**src/rtl/multicycle_controller.sv**
```systemverilog
// Multi-cycle RISC-V control FSM: FETCH/DECODE/EXEC/MEM/WB/HALT sequencing with a retired-instruction counter.
// Optional memory-access timeout abort is enabled by defining CTRL_MEM_TIMEOUT_EN.
module multicycle_controller #(
    parameter logic [6:0] HALT_OPCODE = 7'b1111111,
    parameter int         MEM_TIMEOUT = 16,
    parameter int         CNT_W       = 32
) (
    input  logic             clk,
    input  logic             reset,
    input  logic             instr_valid,
    input  logic [6:0]       opcode,
    input  logic             mem_ready,
    output logic             instr_ready,
    output logic             ir_write,
    output logic             alu_src,
    output logic [1:0]       alu_op,
    output logic             pc_write,
    output logic [1:0]       pc_src,
    output logic             branch,
    output logic             mem_read,
    output logic             mem_write,
    output logic             reg_write,
    output logic [1:0]       mem_to_reg,
    output logic             halted,
    output logic             illegal,
    output logic             mem_error,
    output logic [CNT_W-1:0] retired
);

    localparam logic [6:0] OP_R      = 7'b0110011;
    localparam logic [6:0] OP_I      = 7'b0010011;
    localparam logic [6:0] OP_LOAD   = 7'b0000011;
    localparam logic [6:0] OP_STORE  = 7'b0100011;
    localparam logic [6:0] OP_BRANCH = 7'b1100011;
    localparam logic [6:0] OP_JAL    = 7'b1101111;
    localparam logic [6:0] OP_JALR   = 7'b1100111;
    localparam logic [6:0] OP_LUI    = 7'b0110111;

    if (MEM_TIMEOUT < 1 || MEM_TIMEOUT > 255) begin : g_bad_timeout
        $error("MEM_TIMEOUT must lie in 1..255");
    end

    typedef enum logic [2:0] {
        S_FETCH,
        S_DECODE,
        S_EXEC,
        S_MEM,
        S_WB,
        S_HALT
    } state_t;

    state_t           state_reg, state_next;
    logic [6:0]       opcode_reg;
    logic             illegal_reg;
    logic [CNT_W-1:0] retired_reg;
    logic             set_illegal;
    logic             retire_now;
    logic             timeout_hit;

    logic is_r, is_i, is_load, is_store, is_branch, is_jal, is_jalr, is_lui;
    logic is_known, is_halt;

    assign is_r      = (opcode_reg == OP_R);
    assign is_i      = (opcode_reg == OP_I);
    assign is_load   = (opcode_reg == OP_LOAD);
    assign is_store  = (opcode_reg == OP_STORE);
    assign is_branch = (opcode_reg == OP_BRANCH);
    assign is_jal    = (opcode_reg == OP_JAL);
    assign is_jalr   = (opcode_reg == OP_JALR);
    assign is_lui    = (opcode_reg == OP_LUI);
    assign is_known  = is_r | is_i | is_load | is_store | is_branch | is_jal | is_jalr | is_lui;
    assign is_halt   = (opcode_reg == HALT_OPCODE);

    always_ff @(posedge clk or negedge reset) begin
        if (!reset) begin
            state_reg   <= S_FETCH;
            opcode_reg  <= 7'd0;
            illegal_reg <= 1'b0;
            retired_reg <= '0;
        end else begin
            state_reg <= state_next;
            if (ir_write) begin
                opcode_reg <= opcode;
            end
            if (set_illegal) begin
                illegal_reg <= 1'b1;
            end
            if (retire_now) begin
                retired_reg <= retired_reg + CNT_W'(1);
            end
        end
    end

    // The only output allowed to look at a live input; everything else is Moore.
    assign ir_write = instr_valid & instr_ready;

    always_comb begin
        state_next  = state_reg;
        set_illegal = 1'b0;
        retire_now  = 1'b0;
        instr_ready = 1'b0;
        alu_src     = 1'b0;
        alu_op      = 2'b00;
        pc_write    = 1'b0;
        pc_src      = 2'b00;
        branch      = 1'b0;
        mem_read    = 1'b0;
        mem_write   = 1'b0;
        reg_write   = 1'b0;
        mem_to_reg  = 2'b00;
        halted      = 1'b0;

        case (state_reg)
            S_FETCH: begin
                instr_ready = 1'b1;
                if (instr_valid) begin
                    state_next = S_DECODE;
                end
            end
            S_DECODE: begin
                // HALT_OPCODE takes priority even if it aliases a known class.
                if (is_halt) begin
                    state_next = S_HALT;
                end else if (!is_known) begin
                    state_next  = S_HALT;
                    set_illegal = 1'b1;
                end else begin
                    state_next = S_EXEC;
                end
            end
            S_EXEC: begin
                pc_write = 1'b1;
                alu_src  = is_i | is_load | is_store | is_jalr | is_lui;
                if (is_r || is_i) begin
                    alu_op = 2'b10;
                end else if (is_branch) begin
                    alu_op = 2'b01;
                end
                if (is_branch) begin
                    pc_src = 2'b01;
                end else if (is_jal) begin
                    pc_src = 2'b10;
                end else if (is_jalr) begin
                    pc_src = 2'b11;
                end
                if (is_branch) begin
                    branch     = 1'b1;
                    retire_now = 1'b1;
                    state_next = S_FETCH;
                end else if (is_load || is_store) begin
                    state_next = S_MEM;
                end else begin
                    state_next = S_WB;
                end
            end
            S_MEM: begin
                mem_read  = is_load;
                mem_write = is_store;
                if (mem_ready) begin
                    state_next = is_load ? S_WB : S_FETCH;
                    retire_now = is_store;
                end else if (timeout_hit) begin
                    state_next = S_HALT;
                end
            end
            S_WB: begin
                reg_write  = 1'b1;
                retire_now = 1'b1;
                state_next = S_FETCH;
                if (is_load) begin
                    mem_to_reg = 2'b01;
                end else if (is_jal || is_jalr) begin
                    mem_to_reg = 2'b10;
                end else if (is_lui) begin
                    mem_to_reg = 2'b11;
                end
            end
            S_HALT: begin
                halted = 1'b1;
            end
            default: begin
                state_next = S_FETCH;
            end
        endcase
    end

`ifdef CTRL_MEM_TIMEOUT_EN
    logic [7:0] wait_cnt_reg;
    logic       mem_error_reg;

    // Counter sits at zero outside MEM, so it is already cleared on MEM entry.
    assign timeout_hit = (state_reg == S_MEM) && !mem_ready
                         && (wait_cnt_reg == 8'(MEM_TIMEOUT - 1));

    always_ff @(posedge clk or negedge reset) begin
        if (!reset) begin
            wait_cnt_reg  <= 8'd0;
            mem_error_reg <= 1'b0;
        end else begin
            if (state_reg != S_MEM) begin
                wait_cnt_reg <= 8'd0;
            end else if (!mem_ready) begin
                wait_cnt_reg <= wait_cnt_reg + 8'd1;
            end
            if (timeout_hit) begin
                mem_error_reg <= 1'b1;
            end
        end
    end

    assign mem_error = mem_error_reg;
`else
    assign timeout_hit = 1'b0;
    assign mem_error   = 1'b0;
`endif

    assign illegal = illegal_reg;
    assign retired = retired_reg;

endmodule

```
**config.mk**
```make
export PLATFORM = sky130hd
export DESIGN_NAME = multicycle_controller
export DESIGN_NICKNAME = d
export VERILOG_FILES = /design/src/rtl/multicycle_controller.sv
export SDC_FILE = /design/constraint.sdc
export NUM_CORES = 1
export LEC_CHECK = 0
export CELL_PAD_IN_SITES_DETAIL_PLACEMENT = 0
export CELL_PAD_IN_SITES_GLOBAL_PLACEMENT = 1
export CORE_ASPECT_RATIO = 1.4
export CORE_UTILIZATION = 39
export DETAILED_ROUTE_END_ITERATION = 16
export GPL_TIMING_DRIVEN = 0
export PLACE_DENSITY = 0.85
export SETUP_SLACK_MARGIN = 0.15
export SYNTH_ARGS = -nofsm -noshare
export SYNTH_HDL_FRONTEND = slang
export SYNTH_SLANG_ARGS = --single-unit
```
**constraint.sdc**
```tcl
create_clock -name clk -period 3.1 [get_ports clk]
set_input_delay 0.31 -clock clk [delete_from_list [all_inputs] [get_ports clk]]
set_output_delay 0.31 -clock clk [all_outputs]
set_load 0.1 [all_outputs]
```
; Yosys cells after proc, flatten, opt, wreduce, memory -nomap -nowiden
; Index checks and enable logic that the tools add are counted.
[totals]
elab_cells = 72
in_bits = 11
regBits = 43
out_inout_bits = 49
[op_classes]
n_bitwise = 13
muxes = 33
n_reduce_logical = 5
add_sub_neg = 1
eq_ne = 16
[op_table]
columns = cell, n
row1 = $add A32 B1 Y32 const B, 1
row2 = $eq A7 B7 Y1 const B, 4
row3 = $eq A7 B6 Y1 const B, 3
row4 = $mux W3, 7
row5 = $mux W2, 10
row6 = $pmux W3 S5, 1
row7 = $mux W1, 14
row8 = $or A1 B1 Y1, 11
row9 = $eq A7 B2 Y1 const B, 1
row10 = $eq A7 B5 Y1 const B, 1
row11 = $eq A3 B2 Y1 const B, 2
row12 = $eq A3 B3 Y1 const B, 2
row13 = $ne A2 B2 Y1 const B, 2
row14 = $eq A3 B1 Y1 const B, 1
row15 = $logic_not A3 Y1, 1
row16 = $logic_or A1 B1 Y1, 3
row17 = $pmux W1 S3, 1
row18 = $reduce_and A3 Y1, 1
row19 = $and A1 B1 Y1, 1
row20 = $not A1 Y1, 1

; Logic depth before layout (Yosys ltp)
[logic_depth]
depth_word = 11
depth_mapped = 7

; Worst setup path before layout
; OpenSTA, ideal clock, no wires.
[synth_path]
path_kind = register to output
startpoint = register state_reg[1]
endpoint = output mem_to_reg[0]
arrival_ns = 6.328
stages_incl_launch_ff = 5
required_ns = 2.790
slack_ns = -3.538
path_cell_list = dfrtp_1 > inv_1 > and3_1 > nand3_1 > a2111oi_0
[synth_between]
elab_chain_cells = 2
[synth_lines]
columns = element, line
row1 = "start, declared", 52  ; state_t state_reg, state_next;
row2 = "start signal, assigned", 81  ; state_reg <= state_next;
row3 = $eq A3 B3 Y1, 113  ; case (state_reg)
row4 = $mux W2, 113
row5 = "end, declared", 23  ; output logic [1:0] mem_to_reg,
; Every way passes these cells.

; Worst setup path in the final report
[layout_path]
startpoint = register opcode_reg[4]
endpoint = output mem_to_reg[1]
[layout_between]
elab_chain_cells = 5
word_cells_on_any_way = 9
classes_between = eq/ne (4) / mux (4) / reduce/logical (1)
[layout_lines]
columns = element, line
row1 = "start, declared", 53  ; logic [6:0] opcode_reg;
row2 = "start signal, assigned", 83  ; opcode_reg <= opcode;
row3 = $eq A7 B6 Y1 (tied with other cells), 70  ; assign is_lui = (opcode_reg == OP_LUI);
row4 = $mux W2 / $logic_or A1 B1 Y1 (equally long branches), "174, 172"
row5 = $mux W2, 172  ; end else if (is_jal || is_jalr) begin
row6 = $mux W2 (*), 170  ; if (is_load) begin
row7 = $mux W2 (*), 113
; Every way passes the cells marked *; elsewhere a longest branch is shown, timed or not.

==> flow_metrics.py <==
metrics = {
    "grt": {
        "grt_pass1_vias": 1899,
        "gr-total-overflow": 0,
        "grt_first_pass_wirelength_um": 8920,
        "grt_max_degree": 37,
        "track_usage_pct": 19.2,
        "antenna_found_initial": 0,
    },
    "routing": {
        "vias": 1926,
        "antenna_left": 0,
        "dr.pass1.iters": 4,
        "wirelength_um": 5500,
        "vias_per_cell": 5.41,
        "first_iter_violations": 106,
        "remaining_drc_errors": 0,
        "routedWlPerCell_um": 15.5,
    },
    "timing": {
        "clock_skew_ps": 3.53,
        "relSlewSlack_pct": 34.0,
        "timing.fmax_mhz": 352,
        "whs_ps": 416,
        "slew_viol_final": 0,
        "setup_viol": 0,
        "worst_pin_slew_ps": 986,
        "min_period_ps": 2840,
        "rsz0062_at_grt": "no",
        "final_hold_viol_count": 0,
        "finalCritPeriodShare_pct": 91.6,
    },
    "clocking": {
        "cts_buffers": 5,
        "clk_pin_slew_worst_paths_ps": 70,
        "root_buffer": "clkbuf_8",
        "cts_max_level": 2,
        "clock_path_buffers": 2,
        "cts_tree": "yes",
        "cts.sinks": 43,
        "postCtsSetupBuffers": 0,
        "insertion_delay_ps": 290,
    },
    "worst_setup_path": {
        "crit_arrival_ps": 2530,
        "cp-start-kind": "flip-flop",
        "worst_r2r_path_depth": 7,
        "path_class": "reg2out",
        "r2r_end": "retired[10]$_DFFE_PN0P_",
        "endpoint_kind": "output port",
        "rrSetupSlack_ps": 620,
        "cp.required_ps": 2790,
        "crit_fanout": 10,
        "r2r-start": "opcode_reg[2]$_DFFE_PN0P_",
    },
    "synthesis": {
        "ys.flop_type": "dfrtp_1",
        "synth_area_um2": 2250,
        "synth.avg_cell_area_um2": 10.1,
        "synthDistinctLibCells": 40,
        "synth_seq_cells": 43,
        "netlist.top_cell.by_area": "dfrtp_1",
        "syn_inst": 222,
        "synth_area_leaders": "dfrtp_1, xor2_1, nor3_1",
        "synthArstFlopShare_pct": 100,
        "seq_area_frac_synth_pct": 47.8,
        "ys_warn_count": 0,
        "synth-edff-count": 0,
        "synth_fp_nets": 234,
        "netlist.area_leader.share_pct": 47.8,
    },
    "finish": {
        "final-seq-area_um2": 1080,
        "final_cell_mix": "clkdlybuf4s50_1, dfrtp_1, xor2_1",
        "multi_input_area_um2": 1170,
        "largest_reg_flops": 32,
        "fillers": 536,
        "final_cell_area_um2": 3040,
        "area_growth_syn_to_layout_pct": 34.9,
        "layout_commonest_cell": "clkdlybuf4s50_1",
        "nNetsFinal": 301,
        "diodes": 0,
        "layout-drive-gt1-share_pct": 13.2,
    },
    "floorplan": {
        "die_w_um": 66.2,
        "core_um2": 5530,
        "die_h_um": 91.9,
        "rows": 32,
        "start_util_pct": 40.7,
        "ios": 60,
        "fp.dieArea_um2": 6080,
    },
    "job": {
        "cap_violations": 0,
    },
    "placed_design": {
        "routabilityCongestion": 0.866,
        "io_buffers": 58,
        "dp_hpwl_um": 3990,
        "post_dp_cell_area_um2": 3000,
    },
    "pwr": {
        "power_mw": 2.17,
        "powerDensity_nw_per_um2": 713,
        "peakVddDrop_mv": 0.465,
        "p_leak_nw": 1.39,
    },
    "hold_path": {
        "hold_path.class": "in2async",
    },
    "status": {
        "outcome": "completed",
    },
}
[synth_stat cells, types with 2 or more instances]
cell / instances
o21bai_1: 2
a311oi_1: 2
clkbuf_1: 4
nor3b_1: 6
inv_1: 6
nor2_1: 13
a2111oi_0: 2
nand4_1: 7
nor3_1: 14
buf_2: 3
and4_1: 4
and2_1: 3
xnor2_1: 4
nor4bb_1: 2
nand2b_1: 5
o21ai_0: 5
or3_1: 4
a21oi_1: 5
nand3_1: 9
mux2_2: 5
nand2_1: 18
nor4_1: 7
dfrtp_1: 43
xor2_1: 28
and3_1: 6
[how the worst max path moves through the flow]
stage	from	end	slack (ps)
3_5_place_dp	instr_valid	ir_write	190
2_1_floorplan	state_reg[1]$_DFFE_PN0P_	mem_to_reg[0]	-550
6_report	opcode_reg[4]$_DFFE_PN0P_	mem_to_reg[1]	260
5_1_grt	opcode_reg[4]$_DFFE_PN0P_	mem_to_reg[1]	160
4_1_cts	opcode_reg[2]$_DFFE_PN0P_	mem_write	170
3_3_place_gp	state_reg[1]$_DFFE_PN0P_	mem_to_reg[0]	190
[critical path, stage by stage (launching register included)]
cell,delay (ps)
dfrtp_1,380
clkbuf_1,350
nand2_1,230
a2111oi_4,380
dlygate4sd2_1,890
[where the power goes]
group	switching [mW]	internal, mW	total, mW
combinational	0.788	0.304	1.09
sequential	0.104	0.649	0.753
clock	0.170	0.150	0.321
[routing by layer]
metal	vias up	global-route usage [%]	wire length (um)	share of wire (%)
met5	-	0	0	0
met4	0	8.69	138	2.5
met3	13	3.36	312	5.7
met2	75	31.5	2750	50
met1	921	24.1	2300	42
li1	917	-	-	-
[stage by stage]
stage                     cells  setup WS [ps]  utilization (%)  setup TNS, ps
after detailed placement    349            189             54.3              0
after floorplan             222           -546                -          -3030
after CTS                   356            174             55.5              0
after global routing        356            163             55.0              0
final                       356            262             55.0              0
after global placement      348            193             54.0              0
[logic make-up (layout without fill, tap and decap cells)]
kind of cell | after synthesis | in the layout | share of synthesized area, %
adders and majority gates | 1 | 1 | 0.556
and+or+nand+nor | 105 | 105 | 27.2
other | 1 | 1 | 0.167
AOI/OAI and AO/OA | 20 | 20 | 6.11
muxes | 5 | 5 | 2.50
DFF | 43 | 43 | 47.8
buffers and inverters | 15 | 81 | 3.17
xor gates and xnor gates | 32 | 32 | 12.5
[final cells by class]
class / instances / share of cell area, %
multi-input cells: 164 / 38.4
repair buffers: 60 / 18.5
inverters: 6 / 0.865
clock buffers: 6 / 2.39
well taps: 68 / 2.80
plain buffers: 9 / 1.61
flip-flops and latches: 43 / 35.4
[timing repair]
item,CTS,global route
resized for setup,11,17
setup endpoints to repair,11,8
hold endpoints to repair,7,0
hold buffers,1,0
pin swaps,0,0
Power figures use the tool's default switching activity.
